--- src/rtl/rc4_pkg.sv ---
// Shared RC4 definitions: S memory geometry, key length, KSA state encoding
// and the key byte selector used by the key-scheduling stage.
package rc4_pkg;

  localparam int S_DEPTH   = 256;
  localparam int KEY_BYTES = 3;

  localparam logic [7:0] I_LAST = 8'(S_DEPTH - 1);

  typedef enum logic [2:0] {
    KSA_IDLE = 3'd0,
    KSA_INIT = 3'd1,
    KSA_RD_I = 3'd2,
    KSA_LD_I = 3'd3,
    KSA_RD_J = 3'd4,
    KSA_LD_J = 3'd5,
    KSA_WR_I = 3'd6,
    KSA_WR_J = 3'd7
  } ksa_state_e;

  // Key byte 0 sits in the top byte of the key word.
  function automatic logic [7:0] key_byte(input logic [23:0] key, input logic [7:0] idx);
    logic [7:0] sel;
    sel = idx % 8'(KEY_BYTES);
    case (sel)
      8'd0:    key_byte = key[23:16];
      8'd1:    key_byte = key[15:8];
      default: key_byte = key[7:0];
    endcase
  endfunction

endpackage

--- src/rtl/ksa.sv ---
// RC4 key-scheduling stage: permutes S in place under a 24-bit key.
// Define KSA_INIT_EN to fill S with the identity permutation before scheduling.
module ksa
  import rc4_pkg::*;
(
  input  logic        clk,
  input  logic        rst_n,
  input  logic        en,
  output logic        rdy,
  input  logic [23:0] key,
  output logic [7:0]  s_addr,
  input  logic [7:0]  s_rddata,
  output logic [7:0]  s_wrdata,
  output logic        s_wren
);

  ksa_state_e  state_r, state_s;
  logic [7:0]  i_r, i_s;
  logic [7:0]  j_r, j_s;
  logic [7:0]  si_r, si_s;
  logic [7:0]  sj_r, sj_s;
  logic [23:0] key_r, key_s;

  logic        rdy_s;
  logic [7:0]  addr_s;
  logic [7:0]  wrdata_s;
  logic        wren_s;

  // Next-state and datapath update for the scheduling FSM
  always_comb begin
    state_s = state_r;
    i_s     = i_r;
    j_s     = j_r;
    si_s    = si_r;
    sj_s    = sj_r;
    key_s   = key_r;
    case (state_r)
      KSA_IDLE: begin
        if (en) begin
          key_s = key;
          i_s   = 8'd0;
          j_s   = 8'd0;
`ifdef KSA_INIT_EN
          state_s = KSA_INIT;
`else
          state_s = KSA_RD_I;
`endif
        end else begin
          state_s = KSA_IDLE;
        end
      end
`ifdef KSA_INIT_EN
      KSA_INIT: begin
        if (i_r == I_LAST) begin
          i_s     = 8'd0;
          state_s = KSA_RD_I;
        end else begin
          i_s     = i_r + 8'd1;
          state_s = KSA_INIT;
        end
      end
`endif
      KSA_RD_I: state_s = KSA_LD_I;
      KSA_LD_I: begin
        si_s    = s_rddata;
        j_s     = j_r + s_rddata + key_byte(key_r, i_r);
        state_s = KSA_RD_J;
      end
      KSA_RD_J: state_s = KSA_LD_J;
      KSA_LD_J: begin
        sj_s    = s_rddata;
        state_s = KSA_WR_I;
      end
      KSA_WR_I: state_s = KSA_WR_J;
      KSA_WR_J: begin
        // i wraps to 0 on the final iteration, leaving it cleared for the next run
        i_s = i_r + 8'd1;
        if (i_r == I_LAST) begin
          state_s = KSA_IDLE;
        end else begin
          state_s = KSA_RD_I;
        end
      end
      default: state_s = KSA_IDLE;
    endcase
  end

  // Output decode from the upcoming state so the port registers line up with it
  always_comb begin
    rdy_s    = 1'b0;
    addr_s   = 8'd0;
    wrdata_s = 8'd0;
    wren_s   = 1'b0;
    case (state_s)
      KSA_IDLE: rdy_s = 1'b1;
`ifdef KSA_INIT_EN
      KSA_INIT: begin
        wren_s   = 1'b1;
        addr_s   = i_s;
        wrdata_s = i_s;
      end
`endif
      KSA_RD_I: addr_s = i_s;
      KSA_RD_J: addr_s = j_s;
      KSA_WR_I: begin
        wren_s   = 1'b1;
        addr_s   = i_s;
        wrdata_s = sj_s;
      end
      KSA_WR_J: begin
        wren_s   = 1'b1;
        addr_s   = j_s;
        wrdata_s = si_s;
      end
      default: begin
        rdy_s    = 1'b0;
        addr_s   = 8'd0;
        wrdata_s = 8'd0;
        wren_s   = 1'b0;
      end
    endcase
  end

  // State, datapath and output registers
  always_ff @(posedge clk or negedge rst_n) begin
    if (!rst_n) begin
      state_r  <= KSA_IDLE;
      i_r      <= 8'd0;
      j_r      <= 8'd0;
      si_r     <= 8'd0;
      sj_r     <= 8'd0;
      key_r    <= 24'd0;
      rdy      <= 1'b1;
      s_addr   <= 8'd0;
      s_wrdata <= 8'd0;
      s_wren   <= 1'b0;
    end else begin
      state_r  <= state_s;
      i_r      <= i_s;
      j_r      <= j_s;
      si_r     <= si_s;
      sj_r     <= sj_s;
      key_r    <= key_s;
      rdy      <= rdy_s;
      s_addr   <= addr_s;
      s_wrdata <= wrdata_s;
      s_wren   <= wren_s;
    end
  end

endmodule

--- config.mk ---
export PLATFORM = sky130hd
export DESIGN_NAME = ksa
export DESIGN_NICKNAME = d
export VERILOG_FILES = /design/src/rtl/rc4_pkg.sv /design/src/rtl/ksa.sv
export SDC_FILE = /design/constraint.sdc
export NUM_CORES = 1
export LEC_CHECK = 0
export ABC_AREA = 1
export BUFFER_PORTS_ARGS = -buffer_cell sky130_fd_sc_hd__buf_2
export CAP_MARGIN = 20
export CORE_ASPECT_RATIO = 0.8
export CORE_MARGIN = 2
export CORE_UTILIZATION = 45
export CTS_CLUSTER_SIZE = 40
export DETAILED_ROUTE_END_ITERATION = 12
export GPL_ROUTABILITY_DRIVEN = 0
export PLACE_DENSITY = 0.75
export SLEW_MARGIN = 20
export SYNTH_ARGS = -nofsm -noshare
export SYNTH_HDL_FRONTEND = slang
export SYNTH_SLANG_ARGS = --single-unit
--- constraint.sdc ---
create_clock -name clk -period 11.5 [get_ports clk]
set_input_delay 1.725 -clock clk [delete_from_list [all_inputs] [get_ports clk]]
set_output_delay 1.725 -clock clk [all_outputs]
set_load 0.05 [all_outputs]
==> results of run 1 <==
## cells in the final DEF (no fill, tap or decap), types with 2 or more instances in the layout
cell type / instances
ha_1: 11
nand2_2: 2
nand3b_1: 2
buf_4: 2
xor2_1: 2
inv_2: 4
nand4_1: 8
clkbuf_8: 11
nand3_2: 4
nand2_1: 158
buf_2: 52
a21oi_1: 8
nor2_1: 21
a22o_1: 7
fa_1: 8
nand2_4: 2
nor2_2: 2
nor2_4: 2
clkinvlp_4: 2
o31ai_1: 2
nor3_1: 3
dfrtp_1: 68
nand3_1: 24
inv_1: 51
o21ai_0: 35
o21ai_1: 2
## area by class of cell
type                            instances  area (µm²)
Multi-Input combinational cell        313        1680
Fill cell                             763        3670
Clock buffer                           11         151
Tap cell                              108         135
Timing Repair Buffer                   54         275
Sequential cell                        69        1730
Clock inverter                          5        58.8
Inverter                               56         210
## registers in the layout, indices dropped and copies added, names as in the netlist
register  flops
key_r        24
i_r           8
j_r           8
s_addr        8
s_wrdata      8
si_r          8
state_r       3
rdy           1
s_wren        1
## tightest hold or removal path, cell delays in order, from the launching register on
cell     delay, ns
dfrtp_1       0.35
nand2_1       0.06
nand2_1       0.05
## per-layer routing
metal,vias to the layer above,track usage (%)
li1,1538,-
met1,1410,28.7
met2,92,31.2
met3,10,4.58
met4,0,7.15
met5,-,0
## kinds of logic after synthesis
kind of cell / synth area share (%)
AOI/OAI and AO/OA: 9.56
and+or+nand+nor: 27.2
adders and majority gates: 8.15
DFF: 47.3
xor gates and xnor gates: 1.17
buffers and inverters: 6.58
## Yosys cell counts (2+ instances only)
cell,n
nand2_1,158
dfrtp_1,68
inv_1,51
o21ai_0,35
nand3_1,24
nor2_1,21
ha_1,11
a21oi_1,8
clkbuf_1,8
fa_1,8
nand4_1,8
a22o_1,7
inv_2,4
nand3_2,4
nor3_1,3
nand2_2,2
nand2_4,2
nand3b_1,2
nor2_2,2
nor2_4,2
o21ai_1,2
o31ai_1,2
xor2_1,2
## worst min path at each step
stage	from	end	slack, ns
global placement	key_r[6]	key_r[6]	0.47
floorplan	key_r[17]	key_r[17]	0.45
global route	key_r[10]	key_r[10]	0.51
CTS	key_r[20]	key_r[20]	0.49
finish	key_r[20]	key_r[20]	0.49
detailed placement	key_r[20]	key_r[20]	0.47
## power groups by stage
stage	registers [mW]	logic [mW]	clock network (mW)
finish	0.274	0.181	0.204
global route	0.276	0.209	0.219
CTS	0.274	0.182	0.210
floorplan	0.276	0.132	0
global placement	0.278	0.176	0
detailed placement	0.279	0.181	0
==> summary.md, run 1 <==
| Metric | Value |
|---|---|
| Worst EP arrival | between 5 and 6 ns |
| Slowest Stage Delay on Critical Path | 0.47 ns |
| R2R Setup Slk | slightly below 6 ns |
| Routed WL | between 8 and 9 mm |
| Final hold violations | 0 |
| FF+latch count, synth | 69 |
| Metal-1 WL | 4.02 mm |
| Combinational fraction of design power | between 20% and 30% |
| Final setup TNS | 0 ns |
| Vias/cell | slightly below 5 |
| Clock Sinks | between 60 and 70 |
| Die area | between 8000 and 9000 µm² |
| Largest delay share family, worst path | simple AND/OR/NAND/NOR gates |
| Setup Crit Path Kind | reg -> reg |
| Site Rows | 29 |
| Core area | a little under 8000 µm² |
| Startpoint type of the worst setup path | register |
| Worst Setup SP | i_r[6] |
| Pint | approximately 0.45 mW |
| CP required | 11.74 ns |
| Cts hold-fix bufs | 0 |
| Initial Util | a little under half |
| H-tree depth | 3 |
| PostCTS Resize Cnt | 0 |
| Yosys top cell area share | 46.6% |
| Status | finished clean |
| Setup bufs post-CTS | 0 |
| Port Buffers | 52 |
| Clock share of power | a little under a third |
| Prevailing post-synth register cell | dfrtp_1 |
| R2r startpoint | i_r[6] |
| Final setup viols | 0 |
| Die Height | 84.6 µm |
| Bufs on Longest Clock Path | 2 |
| First-pass DRT Iterations | 4 |
| Worst path most repeated cell | nand2_1 |
| Iter 0 DRT Violations | ~160 |
| Remaining Overflow, GRT | 0 |
| Vias in the first global route | just over 3000 |
| Design area | between 4000 and 5000 µm² |
| Synth area leader | dfrtp_1 |
| Final core occ | a little over half |
| Slew HR | approximately 44% |
| Overall power | roughly 0.66 mW |
| Syn Inst Count | around 450 |
| CTS clk-pin slew, worst paths | 0.07 ns |
| Maxcap violations | 0 |
| CTS tree | yes |
| # IOs | 53 |
| Fin Hold WS | between 0.4 and 0.5 ns |
| Top routing layer in use | met4 |
| All-Layer GR Usage | 20.3% |
| Final clock skew | ~0.009 ns |
| Max Slew Vio Count | 0 |
| First-pass GRT wire length | around 14 mm |
| DP Cell Count | 600 |
| Hpwl dp | 6.14 mm |
| Sequential Power Share | around two fifths |
| Slew of the pin with the lowest slew margin | between 0.8 and 0.9 ns |
| Hold/Removal Path Class | reg -> reg |
| Worst setup endpoint | s_addr[7] |
| Antenna Nets Post-Route | 0 |
| Synth Warn # | 0 |
| RSZ-0062 raised after global routing | no |
| Routed len/inst | 13.4 µm |
| R2R cell count | between 40 and 50 |
| NetSw | 0.205 mW |
| Dpl ws | around 5.9 ns |
| Crit Reg-Reg Endpoint | s_addr[7] |
| Max Fclk | around 0.18 GHz |
| Worst skew pair latency | approximately 0.35 ns |
| Min Clock Period, post-route | around 5.6 ns |
| Number of cells on the critical path | between 40 and 50 |
| Ant. Diodes | 0 |
| DIE WIDTH | 105 µm |
| Top post-synthesis cells by area | dfrtp_1, nand2_1, inv_1 |
| Layout cells sized above 1 | 17.5% |
| DP Area | 4030 µm² |
| Syn nets | 500 |
| CP bufs+invs | 8 |
| Clock root buffer | clkbuf_8 |
| Vias after detailed routing | approximately 3000 |
| Ys async rst share | between 90% and 100% |
| Final period utilization | between 40% and 50% |
| Post-synth EDFFs | 0 |
| Setup ws final | about 5.9 ns |
| Synth Area per Inst | 8.19 µm² |
| Finished Layout Cells | about 620 |
| WL met2 | 3.64 mm |
| CTS Buf Count | 9 |
| Switching Share | just over 30% |
| CP Capture Type | register |
| Initial antenna violation count | 0 |
| Pwr Density | 155 nW/µm² |
| Mapped Area | roughly 3700 µm² |
| Post-synthesis cell type count | 35 |
| Slowest cell on crit path | fa_1 |
| Largest net degree at the start of global routing | 70 |
| Post-synthesis sequential area ratio | between 40% and 50% |
| DR DRC count | 0 |
| Area Overhead vs Synth | 16.2% |
| Nets@finish | ~560 |
| VDD IR max | roughly 83 µV |
| Routed wire length on met3 | roughly 480 µm |
| Min-Delay Path Depth | 2 |
| Leak Pwr | ~2.3 nW |
| Crit Path Max Fanout | 10 |
No activity file was read; power rests on OpenSTA's default activity.
==> run 2: changes to the inputs <==
==> constraint.sdc (replaced) <==
create_clock -name clk -period 5.79 [get_ports clk]
set_input_delay 0.8685 -clock clk [delete_from_list [all_inputs] [get_ports clk]]
set_output_delay 0.8685 -clock clk [all_outputs]
set_load 0.05 [all_outputs]
==> run 2 against run 1 <==
Total power is 110% higher. Setup slack got worse by 5.5 ns. Non-clock buffer count up 13. Global-route usage is 0.10 points higher. Sequential power up 99%. Utilization is 2.8 points higher. First-iteration DRC count down 23%. Highest routed layer unchanged.
==> summary.md, run 2 (synthesis gave the netlist of run 1 again) <==
| Metric | Value |
|---|---|
| Clock Sinks | 69 |
| Maxcap violations | 0 |
| Overall power | ~1.4 mW |
| Worst path most repeated cell | nand2_1 |
| Max Fclk | between 0.15 and 0.2 GHz |
| Vias after detailed routing | between 3000 and 4000 |
| R2r startpoint | i_r[6] |
| R2R Setup Slk | ~0.36 ns |
| CTS clk-pin slew, worst paths | approximately 0.070 ns |
| Worst skew pair latency | about 0.34 ns |
| DIE WIDTH | 105 µm |
| Final core occ | between 50% and 60% |
| Final period utilization | a little over nine tenths |
| Largest delay share family, worst path | simple AND/OR/NAND/NOR gates |
| Pint | about 0.94 mW |
| H-tree depth | 3 |
| Hold Startpoint | key_r[20] |
| Routed WL | between 8 and 9 mm |
| Ant. Diodes | 0 |
| First-pass GRT wire length | 14.4 mm |
| Layout cells sized above 1 | 25.0% |
| Vias in the first global route | about 3100 |
| Finished Layout Cells | between 600 and 700 |
| Min Clock Period, post-route | around 5.4 ns |
| CP Capture Type | register |
| Worst Setup SP | i_r[6] |
| Leak Pwr | approximately 2.4 nW |
| Max Slew Vio Count | 0 |
| Antenna Nets Post-Route | 0 |
| VDD IR max | about 150 µV |
| Initial Util | between 40 and 50% |
| Die area | 8860 µm² |
| CP bufs+invs | 10 |
| Setup Crit Path Kind | reg -> reg |
| Slowest Stage Delay on Critical Path | about 0.54 ns |
| DP Cell Count | roughly 600 |
| CP required | 6.02 ns |
| First-pass DRT Iterations | 4 |
| Final clock skew | around 0.0074 ns |
| Site Rows | 29 |
| Vias/cell | between 5 and 6 |
| CTS tree | yes |
| DP Area | 4040 µm² |
| Die Height | 84.6 µm |
| Highest-count cells in the layout ignoring fill and taps | nand2_1, dfrtp_1, buf_2 |
| Bufs on Longest Clock Path | 2 |
| Clock root buffer | clkbuf_8 |
| Area Overhead vs Synth | 22.3% |
| Setup ws final | 0.364 ns |
| Largest net degree at the start of global routing | 70 |
| Combinational fraction of design power | between 20 and 30% |
| Slew of the pin with the lowest slew margin | between 0.8 and 0.9 ns |
| Final hold violations | 0 |
| DR DRC count | 0 |
| Most common cell after layout, fill and taps aside | nand2_1 |
| Worst EP arrival | approximately 5.7 ns |
| Clock share of power | a little under a third |
| Dpl ws | 0.154 ns |
| Iter 0 DRT Violations | between 100 and 150 |
| Initial antenna violation count | 0 |
| Switching Share | a little under a third |
| Routed len/inst | 13.8 µm |
| Number of fill cells | 749 |
| Crit Path Max Fanout | 7 |
| CTS Buf Count | 9 |
| Pwr Density | 305 nW/µm² |
| Startpoint type of the worst setup path | register |
| Slowest cell on crit path | fa_1 |
| # IOs | between 50 and 60 |
| Sequential Power Share | between 40% and 50% |
| Nets@finish | 570 |
| Final setup viols | 0 |
| Largest register FFs | 24 |
| Core area | between 7000 and 8000 µm² |
| Port Buffers | between 50 and 60 |
| Design area | around 4500 µm² |
| All-Layer GR Usage | about a fifth |
| NetSw | roughly 0.42 mW |
| Hold/Removal Path Class | reg -> reg |
| Reg with most FFs | key_r |
| Slew HR | 44.0% |
| Remaining Overflow, GRT | 0 |
| Hpwl dp | ~6.3 mm |
| Status | finished clean |
run 2: cell count changes in the layout (fill, tap and decap cells not counted), sizes merged:
cell / change
buf: +13
clkinv: -2
bufinv: +1
inv: +1
run 2: per-stage QoR:
step / hold slack (ns) / setup TNS [ns]
final: 0.495 / 0
after global routing: 0.520 / -0.0859
after CTS: 0.495 / 0
after detailed placement: 0.475 / 0
after global placement: 0.469 / 0
after floorplan: 0.449 / 0
run 2: path summary, 6_finish.rpt:
check	to	depth (start not counted)
min in group asynchronous	s_wrdata[5]	2
hold / removal	key_r[20]	2
setup reg to reg	s_addr[7]	39
hold reg to reg	key_r[20]	2
setup / recovery	s_addr[7]	39
max in group asynchronous	i_r[5]	2
run 2: power groups by stage:
stage / clock, mW / sequential (mW) / combinational (mW)
6_report: 0.429 / 0.544 / 0.388
5_1_grt: 0.456 / 0.548 / 0.443
4_1_cts: 0.436 / 0.544 / 0.364
3_3_place_gp: 0 / 0.551 / 0.349
2_1_floorplan: 0 / 0.549 / 0.262
3_5_place_dp: 0 / 0.553 / 0.363
run 2: cell type report:
type / instances / area (µm²) / area share (%)
Clock buffer: 11 / 131 / 2.94
Inverter: 56 / 215 / 4.82
Clock inverter: 5 / 83.8 / 1.88
Multi-Input combinational cell: 313 / 1800 / 40.2
Timing Repair Buffer: 67 / 373 / 8.35
Tap cell: 108 / 135 / 3.03
Sequential cell: 69 / 1730 / 38.8
run 2: metal layers:
layer  GRT usage [%]  up-vias  routed length (µm)
li1                -     1559                   -
met1            28.6     1467                3970
met2            30.8      116                3930
met3            5.05       19                 591
met4            8.00        0                 155
met5               0        -                   0
run 2: what timing repair did:
item,in CTS,in global routing
setup endpoints to repair,0,5
setup buffers,0,12
hold buffers,0,0
resized for setup,0,37
run 2: worst register-to-register path: cells and delay by family (launching register included):
family                   cells  cell delay [ns]
flip-flops                   1             0.48
AND/OR/NAND/NOR             20             2.06
adder cells (fa/ha/maj)      4             1.33
AO/OA/AOI/OAI                4             0.44
buffers and inverters       10             0.86
XOR/XNOR                     1             0.15
